**config.mk**
```make
export PLATFORM = sky130hd
export DESIGN_NAME = prog_mem
export DESIGN_NICKNAME = d
export VERILOG_FILES = /design/src/rtl/quad_nibble_pkg.sv /design/src/rtl/prog_mem.sv
export SDC_FILE = /design/constraint.sdc
export NUM_CORES = 1
export LEC_CHECK = 0
export CELL_PAD_IN_SITES_DETAIL_PLACEMENT = 1
export CELL_PAD_IN_SITES_GLOBAL_PLACEMENT = 1
export CORE_MARGIN = 1.5
export CORE_UTILIZATION = 30
export CTS_CLUSTER_SIZE = 12
export DETAILED_ROUTE_END_ITERATION = 7
export PLACE_DENSITY = 0.6
export SKIP_LAST_GASP = 1
export SYNTH_ARGS = -nofsm -noshare
export SYNTH_HDL_FRONTEND = slang
export SYNTH_SLANG_ARGS = --single-unit
```
**constraint.sdc**
```tcl
create_clock -name clk -period 2 [get_ports clk]
set_clock_uncertainty 0.05 [all_clocks]
set_input_delay 0.4 -clock clk [delete_from_list [all_inputs] [get_ports clk]]
set_output_delay 0.4 -clock clk [all_outputs]
set_load 0.01 [all_outputs]
```
**src/rtl/quad_nibble_pkg.sv**
```systemverilog
// Shared types and constants for the QUAD.nibble CPU.
// The program memory reset image lives here so the core and memory agree on boot contents.
package quad_nibble_pkg;

  typedef logic [15:0] word_t;
  typedef logic [3:0]  paddr_t;

  localparam int PROGMEM_DEPTH = 16;

  typedef word_t [PROGMEM_DEPTH-1:0] progmem_image_t;

  // Boot image: all NOPs until a program is baked in here.
  localparam progmem_image_t PROGMEM_RESET_IMAGE = '{default: 16'h0000};

endpackage

```
**src/rtl/prog_mem.sv**
```systemverilog
// Single-port program memory: flop array loaded from the package reset image,
// synchronous write, one-cycle registered read with write-first collision behaviour.
module prog_mem
  import quad_nibble_pkg::*;
#(
  parameter int DATA_W = 16,
  parameter int ADDR_W = 4,
  parameter int DEPTH  = PROGMEM_DEPTH
) (
  input  logic              clk,
  input  logic              resetn,
  input  logic [ADDR_W-1:0] addr,
  input  logic [DATA_W-1:0] din,
  input  logic              write_en,
  output logic [DATA_W-1:0] dout
);

  logic [DATA_W-1:0] mem [DEPTH];
  logic              in_range;

  assign in_range = (32'(addr) < DEPTH);

  // Flops rather than RAM so the whole array can snap back to the image asynchronously.
  always_ff @(posedge clk or negedge resetn) begin
    if (!resetn) begin
      for (int i = 0; i < DEPTH; i++) begin
        mem[i] <= DATA_W'(PROGMEM_RESET_IMAGE[i]);
      end
    end else if (write_en && in_range) begin
      mem[addr] <= din;
    end
  end

  always_ff @(posedge clk or negedge resetn) begin
    if (!resetn) begin
      dout <= '0;
    end else if (!in_range) begin
      dout <= '0;
    end else if (write_en) begin
      dout <= din;
    end else begin
      dout <= mem[addr];
    end
  end

endmodule

```
==> Yosys cells after proc, flatten, opt, wreduce, memory -nomap -nowiden <==
Cells that the tools add are included.
{ "word_totals": {"regBits": 272} }
{ "op_classes": {"n_mux": 7, "n_reduce_logical": 1, "n_lt_le_gt_ge": 2, "n_bitwise": 1} }
{ "op_table": {"columns": ["operator", "n"], "rows": [
  ["$bwmux 256", 1],
  ["$bmux 16 s4", 1],
  ["$demux 16 s4", 1],
  ["$mux 16", 4],
  ["$ge 5x5->1 const B", 1],
  ["$lt 5x1->1 const B", 1],
  ["$not 4->5", 1],
  ["$logic_and 1x1->1", 1]
]} }

==> Depth between registers and ports, before layout <==
Gate-level depths: netlist of run 1.
{ "depth": {"depth_word": 6, "depth_mapped": 7, "mapped_depth_nobuf": 3} }

==> Worst setup path after synthesis of run 1 <==
Ideal clock, no wire load.
{ "synth_path": {"kind": "input-to-reg", "from": "in addr[1]", "to": "reg dout[0]", "arrival_time_ns": 1.722, "path_buffers": 2, "cell_stages": 5, "setup_time_ns": 0.139, "slack_ns": 0.089, "cell_sequence": "buf_2 > buf_1 > mux2_2 > a222oi_1 > a32oi_1"} }
{ "synth_via": {"elab_chain_cells": 5} }
{ "synth_lines": {"columns": ["element", "line", "source"], "rows": [
  ["from (decl)", "prog_mem.sv:12", "input logic [ADDR_W-1:0] addr,"],
  ["$not 4->5 (not written as such)", "prog_mem.sv:42", "dout <= mem[addr];"],
  ["$bmux 16 s4", "prog_mem.sv:42", null],
  ["$mux 16 (not written as such) (2 in series)", "prog_mem.sv:42", null],
  ["$mux 16", "prog_mem.sv:39", "end else if (write_en) begin"],
  ["to (signal assigned)", "prog_mem.sv:40", "dout <= din;"],
  ["to (signal assigned)", "prog_mem.sv:42", null],
  ["to (decl)", "prog_mem.sv:15", "output logic [DATA_W-1:0] dout"]
]} }
Every way passes these cells. The select of a mux whose other input is x is not followed.
A chain may end at the register's enable or synchronous reset.

==> Worst setup path in the final report of run 1 <==
{ "layout_path": {"from": "reg dout[11]", "to": "out dout[11]"} }
No word-level cell between the ends.

==> results by group, run 1 <==
Clock network
  • Clk slew on worst S/H paths: 60 ps
  • Cts bufs inserted: 29
  • Max clock buf depth: 3
  • H-tree levels: 1
  • Clk Tree Root Cell: clkbuf_16
  • CTS Sinks: 272
  • Clock Latency Late Sink: 540 ps
  • TritonCTS clock tree: yes
  • Post-CTS Setup Inserts: 0

Logic synthesis
  • Synth top cells by count: mux2_2 (316), dfrtp_1 (272), mux4_2 (32), buf_2 (27), clkbuf_1 (26)
  • Post-synth top area share: 55.8%
  • Count of different cell masters after synthesis: 29
  • Synth warnings: 0
  • Post-synth EDFFs: 0
  • Synth area leader: dfrtp_1
  • Post-synthesis sequential area ratio: 55.8%
  • Synth Flop Type: dfrtp_1
  • Post-synth ARST share: 100%
  • Syn Nets: 816
  • Largest cells by area after synthesis: dfrtp_1 (56%), mux2_2 (29%), mux4_2 (5.9%)
  • Synthesized flop and latch total: 272
  • Post-Syn Area: 12,200 sq um
  • Post-Syn Area per Cell: 15.4 sq um
  • Most frequent cell after synthesis: mux2_2
  • Synthesized instance count: 793

Floorplan
  • Die area: 41,900 sq um
  • Initial Util: 30.6%
  • Rows: 73
  • Die height: 205 um
  • Number of placed I/O pins: 39
  • Core ar.: 39,900 sq um
  • Die width: 205 um

GRT
  • Largest net degree at the start of global routing: 62
  • Grt total ovfl: 0
  • First-pass GRT wire length: 48,100 um
  • Initial antenna violation count: 0
  • Vias in the first global route: 7,825
  • Tot GR Track Use: 14.9%

Power
  • Final Power: 15.3 mW
  • VDD IR max: 0.694 mV
  • Power Dens Cells: 1020 nW/um^2
  • Leak: 6.34 nW

Placed design
  • GP Congestion: 0.745
  • Hpwl dp: 20,100 um
  • IO buf count: 38
  • Cells after DPL: 1,394

Detailed routing
  • Detail Route Antenna Nets: 0
  • Vias per inst: 4.91
  • Drt wl/cell: 20.9 um
  • Drt total wl: 30,100 um
  • # DRC: 0
  • DRT Pass-1 Iters: 5
  • Vias: 7,087
  • Iteration-0 DRC Markers: 349

Setup path
  • CP Buf/Inv Count: 1
  • CP Class: reg2out
  • CP Cell Sequence: clkdlybuf4s50_1
  • CP max FO: 1
  • Worst Path Required: 1550 ps
  • Slowest stage cell on the critical path: clkdlybuf4s50_1
  • Startpoint Class: flip-flop
  • CP top delay family: buffers and inverters
  • Slowest stage delay, CP: 560 ps
  • CP endpoint kind: output port
  • Data arrival, critical path: 1500 ps
  • Flop-to-flop setup slack: 200 ps

STA
  • Hold slack final: 261 ps
  • Worst slew margin: 70.1%
  • Final setup violation count: 0
  • RSZ-0062 raised after global routing: no
  • Final worst path period share: 97.5%
  • Fin. Hold Viols: 0
  • Min Tclk post-route: 1950 ps
  • Max Freq: 0.513 GHz
  • Slew Limit Fails: 0
  • Tightest Pin Transition: 448 ps

Final layout
  • Storage cell area: 6810 sq um
  • ANT cells: 0
  • Area growth, synth to finish: 22.8%
  • Filler cells: 4,020
  • Multi-input gate area: 5060 sq um
  • Layout cells sized above 1: 55.4%
  • Layout Nets: 924
  • Finished Layout Cells: 1,442

Hold path
  • Min-delay worst type: in2async

Run status
  • Outcome: completed

Job
  • Max Cap Viol: 0
==> final timing paths <==
path	cells past startpoint	start	to
setup / recovery	1	dout[11]	dout[11]
hold / removal	2	resetn	mem[223]
setup reg to reg	3	mem[98]	dout[2]
hold reg to reg	1	mem[199]	mem[199]
max in group asynchronous	3	resetn	mem[87]
min in group clk	1	mem[199]	mem[199]
==> power by group <==
part           leakage (nW)  internal (mW)  switching, mW
clock                 0.430           3.01           2.14
sequential             3.33           6.76          0.617
combinational          2.58           1.77           1.03
total                  6.34           11.5           3.79
==> routing by layer <==
layer | share of wire [%] | global-route usage [%] | vias to the layer above
li1 | - | - | 3166
met1 | 48 | 21.0 | 3803
met2 | 48 | 24.5 | 84
met3 | 2.5 | 1.67 | 34
met4 | 1.8 | 3.55 | 0
met5 | 0 | 0 | -
==> flip-flops by register name, indices dropped and copies added (netlist names) <==
register  cells
dout         16
mem         256
==> placed cells by master, fill, tap and decap left out, drive strengths merged <==
master,count
bufinv,2
clkinvlp,1
nand2b,3
nand3,1
a222oi,15
dlygate4sd3,1
mux2,317
a22oi,15
and3b,2
a32oi,15
and3,1
nand2,3
clkdlybuf4s50,34
dfrtp,272
nor2,10
dlygate4sd2,1
nor3b,2
clkinv,3
a21oi,15
buf,106
nor2b,2
inv,15
nor3,3
mux4,35
nand3b,2
clkbuf,41
==> cell type report <==
| cell class | instances | area share [%] |
|---|---|---|
| clock inverter | 6 | 0.576 |
| sequential | 272 | 45.4 |
| tap | 525 | 4.39 |
| multi-input combinational | 441 | 33.8 |
| clock buffer | 41 | 5.35 |
| timing repair buffer | 142 | 10.1 |
| inverter | 15 | 0.376 |
==> cells by family (layout without fill, tap and decap cells) <==
| kind of cell | after synthesis | after routing | share of synthesized area (%) |
|---|---|---|---|
| AO/OA/AOI/OAI | 60 | 60 | 3.85 |
| buffers and inverters | 80 | 204 | 2.89 |
| multiplexers | 352 | 352 | 35.8 |
| flip-flops | 272 | 272 | 55.8 |
| AND/OR/NAND/NOR | 29 | 29 | 1.67 |
==> repair_timing <==
action                                  CTS  global route
gates resized for setup                   1             0
hold endpoints to repair                 24             0
hold buffers                              1             0
endpoints found under the setup margin    1             0
==> per-stage QoR <==
step | utilization, % | cell area, sq um | setup WS, ps | setup TNS, ps
after detailed placement | 35.3 | 14100 | -526 | -88590
after CTS | 37.5 | 15000 | 6.13 | 0
after floorplan | - | 12200 | 88.6 | 0
after global routing | 37.5 | 15000 | 6.27 | 0
after global placement | 35.3 | 14100 | -494 | -83010
final | 37.5 | 15000 | 50.2 | 0
Power figures use the tool's default switching activity.
==> run 2, diff against run 1 <==
- CTS_CLUSTER_DIAMETER: default -> 80
==> run 2 against run 1 <==
Core utilization is 0.45 points lower. Non-clock buffer count did not move. Setup slack better by 4.1 ps. Register-to-register slack about the same. Final cell count down 1.3%. Flip-flop and latch count unchanged. Critical endpoint is now dout[1].
==> results by group, run 2 (synthesized netlist as in run 1, its figures left out) <==
Power
  • Clk pwr share: 30.5% (-3.1 points)
  • Power share of the sequential group: 50.3% (+2.2 points)
  • P_sw: 3.63 mW (-4.2%)
  • Power Dens Cells: 990 nW/um^2 (-3.3%)
  • Leak: 6.26 nW (-1.3%)
  • VDD IR max: 0.569 mV (-18%)
  • Comb power frac: 19.1% (+0.8 points)
  • Switching share of power: 24.8% (+0.053 points)
  • Int Pwr: 11.0 mW (-4.5%)
  • Final Power: 14.6 mW (-4.5%)

GRT
  • Initial antenna violation count: 0 (unchanged)
  • Largest net degree at the start of global routing: 62 (unchanged)
  • Grt total ovfl: 0 (unchanged)
  • Tot GR Track Use: 14.9% (+0.023 points)
  • Vias in the first global route: 7,754 (-0.91%)
  • First-pass GRT wire length: 48,100 um (about the same)

STA
  • Worst slew margin: 70.5% (+0.40 points)
  • Hold slack final: 278 ps (+17.2 ps)
  • Slew Limit Fails: 0 (unchanged)
  • RSZ-0062 raised after global routing: no
  • Min Tclk post-route: 1950 ps (-4.06 ps)
  • Final setup violation count: 0 (unchanged)
  • Sum Neg Setup Slack: 0 ps (unchanged)
  • Final worst path period share: 97.3% (-0.20 points)
  • Fin. Hold Viols: 0 (unchanged)
  • Tightest Pin Transition: 442 ps (-5.99 ps)
  • Max Freq: 0.514 GHz (+0.21%)

Final layout
  • Layout Nets: 921 (-0.32%)
  • Area growth, synth to finish: 21.3%
  • ANT cells: 0 (unchanged)
  • Final Util: 37.1% (-0.45 points)
  • Layout cells sized above 1: 55.5% (+0.059 points)
  • Largest reg by FF count: mem
  • Max reg flops: 256 (unchanged)
  • Most common cell after layout, fill and taps aside: mux2_2
  • Top flop regs: mem x256, dout x16
  • Commonest cells after routing, fill and taps aside: mux2_2 (316), dfrtp_1 (272), buf_4 (76)
  • Layout Cell Area excl Fill: 14,800 sq um (-1.2%)

Setup path
  • Reg-to-reg startpoint: mem[98]
  • Worst Path Required: 1550 ps (about the same)
  • Data arrival, critical path: 1500 ps (about the same)
  • Startpoint Class: flip-flop
  • Slowest stage cell on the critical path: clkdlybuf4s50_1
  • Flop-to-flop setup slack: 200 ps (about the same)
  • Crit Reg-Reg Endpoint: dout[2]
  • CP Cell Sequence: clkdlybuf4s50_1
  • CP max FO: 1 (unchanged)
  • Number of cells on the worst reg-to-reg path: 3 (unchanged)
  • CP Buf/Inv Count: 1 (unchanged)
  • CP Class: reg2out
  • CP top delay family: buffers and inverters
  • Slowest stage delay, CP: 580 ps (+20 ps)
  • CP endpoint kind: output port

Floorplan
  • Number of placed I/O pins: 39 (unchanged)
  • Rows: 73 (unchanged)
  • Core ar.: 39,900 sq um (unchanged)
  • Initial Util: 30.6% (unchanged)
  • Die width: 205 um (unchanged)
  • Die height: 205 um (unchanged)
  • Die area: 41,900 sq um (unchanged)

Detailed routing
  • Drt wl/cell: 21.1 um (+1.1%)
  • Iteration-0 DRC Markers: 359 (+2.9%)
  • Detail Route Antenna Nets: 0 (unchanged)
  • DRT Pass-1 Iters: 4 (-1)
  • Drt total wl: 30,000 um (-0.26%)
  • # DRC: 0 (unchanged)
  • Vias: 7,007 (-1.1%)
  • Vias per inst: 4.92 (+0.19%)

Clock network
  • H-tree levels: 1 (unchanged)
  • Cts bufs inserted: 26 (-10%)
  • Clk slew on worst S/H paths: 70 ps (about the same)
  • CTS Sinks: 272 (unchanged)
  • TritonCTS clock tree: yes
  • Clk Tree Root Cell: clkbuf_16
  • Clock Latency Late Sink: 530 ps (about the same)
  • Max clock buf depth: 3 (unchanged)

Placed design
  • Hpwl dp: 20,100 um (unchanged)
  • GP Congestion: 0.745 (unchanged)
  • Area post-placement: 14,100 sq um (unchanged)
  • IO buf count: 38 (unchanged)

Run status
  • Outcome: completed

Hold path
  • Min-delay worst type: in2async

Job
  • Max Cap Viol: 0 (unchanged)
run 2: worst max path at each step:
stage,start,to,slack [ps],depth (start not counted)
2_1_floorplan,addr[1],dout[0],90,5
3_3_place_gp,addr[2],dout[2],-490,5
3_5_place_dp,addr[2],dout[15],-530,8
4_1_cts,dout[1],dout[1],10,1
5_1_grt,dout[1],dout[1],5,1
6_report,dout[1],dout[1],50,1
run 2: per-layer routing:
layer | track usage, % | wire length (um)
met5 | 0 | 0
met4 | 2.86 | 393
met3 | 1.89 | 753
met2 | 24.4 | 14300
met1 | 21.3 | 14600
run 2: area by class of cell:
cell class              instances  area [sq um]
flip-flops and latches        272          6810
multi-input cells             441          5060
clock inverters                 1          30.0
well taps                     525           657
inverters                      15          56.3
clock buffers                  27           676
fillers                      4016         25100
repair buffers                142          1510
run 2: worst reg2reg max path, cell delays in order (launching register included):
cell and delay, ps:
dfrtp_1 400, mux4_1 500, mux4_2 470, mux2_2 270
run 2: power groups by stage:
stage | registers, mW | logic (mW) | clock network, mW
3_5_place_dp | 7.46 | 2.84 | 0
3_3_place_gp | 7.42 | 2.77 | 0
5_1_grt | 7.55 | 3.05 | 4.85
4_1_cts | 7.38 | 2.85 | 4.64
2_1_floorplan | 7.24 | 1.96 | 0
6_report | 7.37 | 2.80 | 4.47
run 2: through the flow:
step	setup slack [ps]	cells
global route	5.09	1423
detailed placement	-526	1394
global placement	-494	1394
finish	54.3	1423
CTS	11.6	1423
floorplan	88.6	793
run 2: what timing repair did:
| item | 4_1_cts | 5_1_grt |
|---|---|---|
| setup buffers | 0 | 0 |
| gates resized for setup | 1 | 0 |
| setup endpoints to repair | 1 | 0 |
| endpoints found under the hold margin | 24 | 0 |
| hold buffers | 1 | 0 |
==> variant 1 (settings of run 1) <==
Register the output `dout` once more; this adds one clock of latency there.
--- a/src/rtl/prog_mem.sv
+++ b/src/rtl/prog_mem.sv
@@ -15,4 +15,6 @@
   output logic [DATA_W-1:0] dout
 );
+
+  logic [DATA_W-1:0] dout_s0;
 
   logic [DATA_W-1:0] mem [DEPTH];
@@ -34,12 +36,16 @@
   always_ff @(posedge clk or negedge resetn) begin
     if (!resetn) begin
-      dout <= '0;
+      dout_s0 <= '0;
     end else if (!in_range) begin
-      dout <= '0;
+      dout_s0 <= '0;
     end else if (write_en) begin
-      dout <= din;
+      dout_s0 <= din;
     end else begin
-      dout <= mem[addr];
+      dout_s0 <= mem[addr];
     end
+  end
+
+  always_ff @(posedge clk) begin
+    dout <= dout_s0;
   end
 
Formal check against the unedited RTL: not equivalent (Yosys sat finds a counterexample within 4 cycles, from zero or initial values and one cycle with resetn low).
==> variant 1 against run 1 <==
  * Sequential power up 4.9%
  * Via count is 3.0% higher
  * Setup slack better by 65 ps
  * Design area grew 2.2%
  * Global-route usage up 0.60 points
  * Synthesized area rose by 2.6%
  * Wire length grew 7.8%
  * Synthesized cell count is 2.0% higher
  * First-iteration DRC count rose by 6.3%
  * Total power is 3.7% higher
  * Sequential cell count up 16
  * Sequential share of layout area up 1.1 points
  * Critical path type unchanged
  * Largest power group unchanged
==> variant 1: results (changes against run 1) <==
* GRT Util Overall at 0.155 (+0.00595)
* NumNets Final at 942 (+1.9%)
* Worst setup path start: dout[10]$_DFF_P_
* Outcome: finished clean
* Worst vdd ir at 0.000681 V (-1.9%)
* Switching fraction of total power at 0.250 (+0.00289)
* LEAKAGE at 6.52 nW (+2.8%)
* Async SR Flop Fraction at 0.944 (-0.0556)
* Synth area leaders: dfrtp_1 (54%), mux2_2 (28%), mux4_2 (5.8%)
* Syn avg cell area at 15.5 µm² (+0.60%)
* GP Congestion at 0.767 (+3.0%)
* Worst-Skew Late Latency at 570 ps (+30 ps)
* Detailed-route wire length at 32.4 mm (+7.8%)
* WL/cell at 22.0 µm (+5.4%)
* Iteration-0 DRC count of the detailed router at 371 (+6.3%)
* Worst slew pin tran at 642 ps (+194 ps)
* Critical Path AT at 1440 ps (-60 ps)
* FF-to-FF Start: mem[158]$_DFFE_PN0P_
* TritonRoute pass-1 iters at 7 (+2)
* Hold slack final at 258 ps (-3.58 ps)
* Sequential share of the synthesized area at 0.569 (+0.0113)
* Syn Nets at 832 (+2.0%)
* Biggest regs: mem (256), dout (16), dout_s0 (16)
* Number of global-route vias before repair at 8083 (+3.3%)
* First-pass GRT wire length at 51.1 mm (+6.2%)
* Total CTS buffers at 31 (+6.9%)
* Synth cell types at 30 (+3.4%)
* Post-place instance area at 0.0144 mm² (+1.9%)
* DP Cell Count at 1417 (+1.6%)
==> variant 1: final timing paths <==
| kind | endpoint |
|---|---|
| min | mem[82]$_DFFE_PN0P_ |
| max reg2reg | dout_s0[14]$_DFF_PN0_ |
| max in group asynchronous | mem[74]$_DFFE_PN0P_ |
| max | dout[10] |
| min reg2reg | dout[7]$_DFF_P_ |
| min in group clk | dout[7]$_DFF_P_ |
==> variant 1: repair_timing <==
action	CTS	global route
endpoints found under the hold margin	28	0
resized for setup	0	1
hold buffers	1	0
endpoints found under the setup margin	0	46
==> variant 1: layer usage <==
metal  share of wire  track usage  vias up
li1                -            -     3246
met1            0.47        0.208     3939
met2            0.49        0.262       74
met3           0.022       0.0185       38
met4           0.023       0.0477        0
met5               0            0        -
==> variant 1: cell families (layout without fill, tap and decap cells) <==
kind of cell | Yosys count | in the layout | share of synthesized area
buffers and inverters | 80 | 214 | 0.0282
flip-flops | 288 | 288 | 0.569
AO/OA/AOI/OAI | 60 | 60 | 0.0375
AND/OR/NAND/NOR | 29 | 29 | 0.0163
multiplexers | 352 | 352 | 0.349
==> variant 1: layout make-up <==
type,instances,area (µm²),share of cell area
clock buffer,47,886,0.0579
sequential,288,7130,0.466
timing repair buffer,142,1450,0.0948
tap,532,666,0.0435
multi-input combinational,441,5060,0.331
inverter,15,56.3,0.00368
clock inverter,10,56.3,0.00368
==> variant 1: power by group through the flow <==
stage | registers, mW | logic (mW) | clock network [mW]
after floorplan | 7.62 | 1.96 | 0
after global placement | 7.79 | 2.74 | 0
after detailed placement | 7.84 | 2.80 | 0
after CTS | 7.75 | 2.82 | 5.54
after global routing | 7.91 | 3.02 | 5.77
final | 7.73 | 2.78 | 5.39
==> variant 2 (config.mk and constraints of run 1) <==
Made on the original files. The parameter `ADDR_W` goes from 4 to 3.
--- a/src/rtl/prog_mem.sv
+++ b/src/rtl/prog_mem.sv
@@ -5,5 +5,5 @@
 #(
   parameter int DATA_W = 16,
-  parameter int ADDR_W = 4,
+  parameter int ADDR_W = 3,
   parameter int DEPTH  = PROGMEM_DEPTH
 ) (
Ports: changed (resized addr); port bits go from 39 to 38. The function was not compared with the original's and may differ.
==> variant 2 against run 1 <==
  * Sequential cell count is 128 lower
  * Non-clock buffer count down 49
  * Total power fell by 45%
  * Die area fell by 48%
  * Synthesized area shrank 48%
  * Wire length down 40%
  * Synthesized cell count shrank 33%
  * Design area is 47% lower
  * Sequential power fell by 48%
  * First-iteration DRC count decreased by 35%
  * Setup slack better by 76 ps
  * Maximum frequency up 4.0%
==> variant 2: results (changes against run 1) <==
* Synthesized flop and latch total at 144 (-47%)
* Final Util at 0.390 (+0.0147)
* Synth cell types at 34 (+17%)
* Pin count of the biggest net entering global routing at 51 (-18%)
* Post-place instance area at 0.00734 mm² (-48%)
* Reg2reg path depth at 4 (+1)
* Signal buffers at 93 (-35%)
* Crit path capture: dout[14]$_DFF_PN0_
* Max clock buf depth at 2 (-1)
* CP max stage delay at 540 ps (-20 ps)
* GRT Util Overall at 0.175 (+0.0256)
* Worst-Skew Late Latency at 420 ps (-120 ps)
* Final clock-cell share at 0.0776 (+0.0184)
* First-pass GRT wire length at 28.8 mm (-40%)
* Finished Layout Cells at 885 (-39%)
* Reg area at 0.00360 mm² (-47%)
* Iteration-0 DRC count of the detailed router at 227 (-35%)
* Routing usage on met1 at 0.236 (+0.0258)
* # clk buffers at 23 (-44%)
* Multi-input combinational area share at 0.307 (-0.0306)
* Sequential share of the synthesized area at 0.571 (+0.0129)
* Vias at 4488 (-37%)
* Power per cell area at 1050 mW/mm² (+3.1%)
* Syn Nets at 550 (-33%)
* Syn avg cell area at 12.0 µm² (-22%)
* DP Cell Count at 852 (-39%)
* Share of layout cells above drive strength 1 at 0.285 (-0.269)
* DP HPWL at 12.1 mm (-40%)
* Max Freq at 534 MHz (+4.0%)
* Outcome: finished clean
* Multi-input gate count at 331 (-25%)
* Met3 GRT Util at 0.0399 (+0.0232)
* Buffering overhead at 0.113 (+0.0124)
* Mux share of post-synthesis cell area at 0.190 (-0.168)
* Worst slew pin tran at 527 ps (+78.9 ps)
* Post-synthesis compound-gate area fraction at 0.130 (+0.0912)
## variant 2: changes by cell type in the layout (fill, tap and decap cells not counted), sizes merged, moves of 11 or more
cell	run 1	this run
a222oi	15	0
buf	106	57
clkbuf	41	23
dfrtp	272	144
mux2	317	84
mux2i	0	24
mux4	35	0
nand2	3	59
o21ai	0	57
o221ai	0	11
## variant 2: critical path: cells and delay by family
kind / cells / cell delay [ps]
buffers and inverters: 2 / 830
AOI/OAI and AO/OA: 3 / 560
and+or+nand+nor: 1 / 350
## variant 2: power by group
group / switching, mW / internal [mW] / leakage (nW)
Sequential: 0.305 / 3.49 / 1.75
Combinational: 0.613 / 0.709 / 1.47
Clock: 1.19 / 2.09 / 0.291
## variant 2: metal layers
metal  share of wire  wire length, µm  up-vias
met3           0.043              771       19
li1                -                -     2044
met2            0.48             8710       99
met4           0.014              258        0
met5               0                0        -
met1            0.46             8240     2326
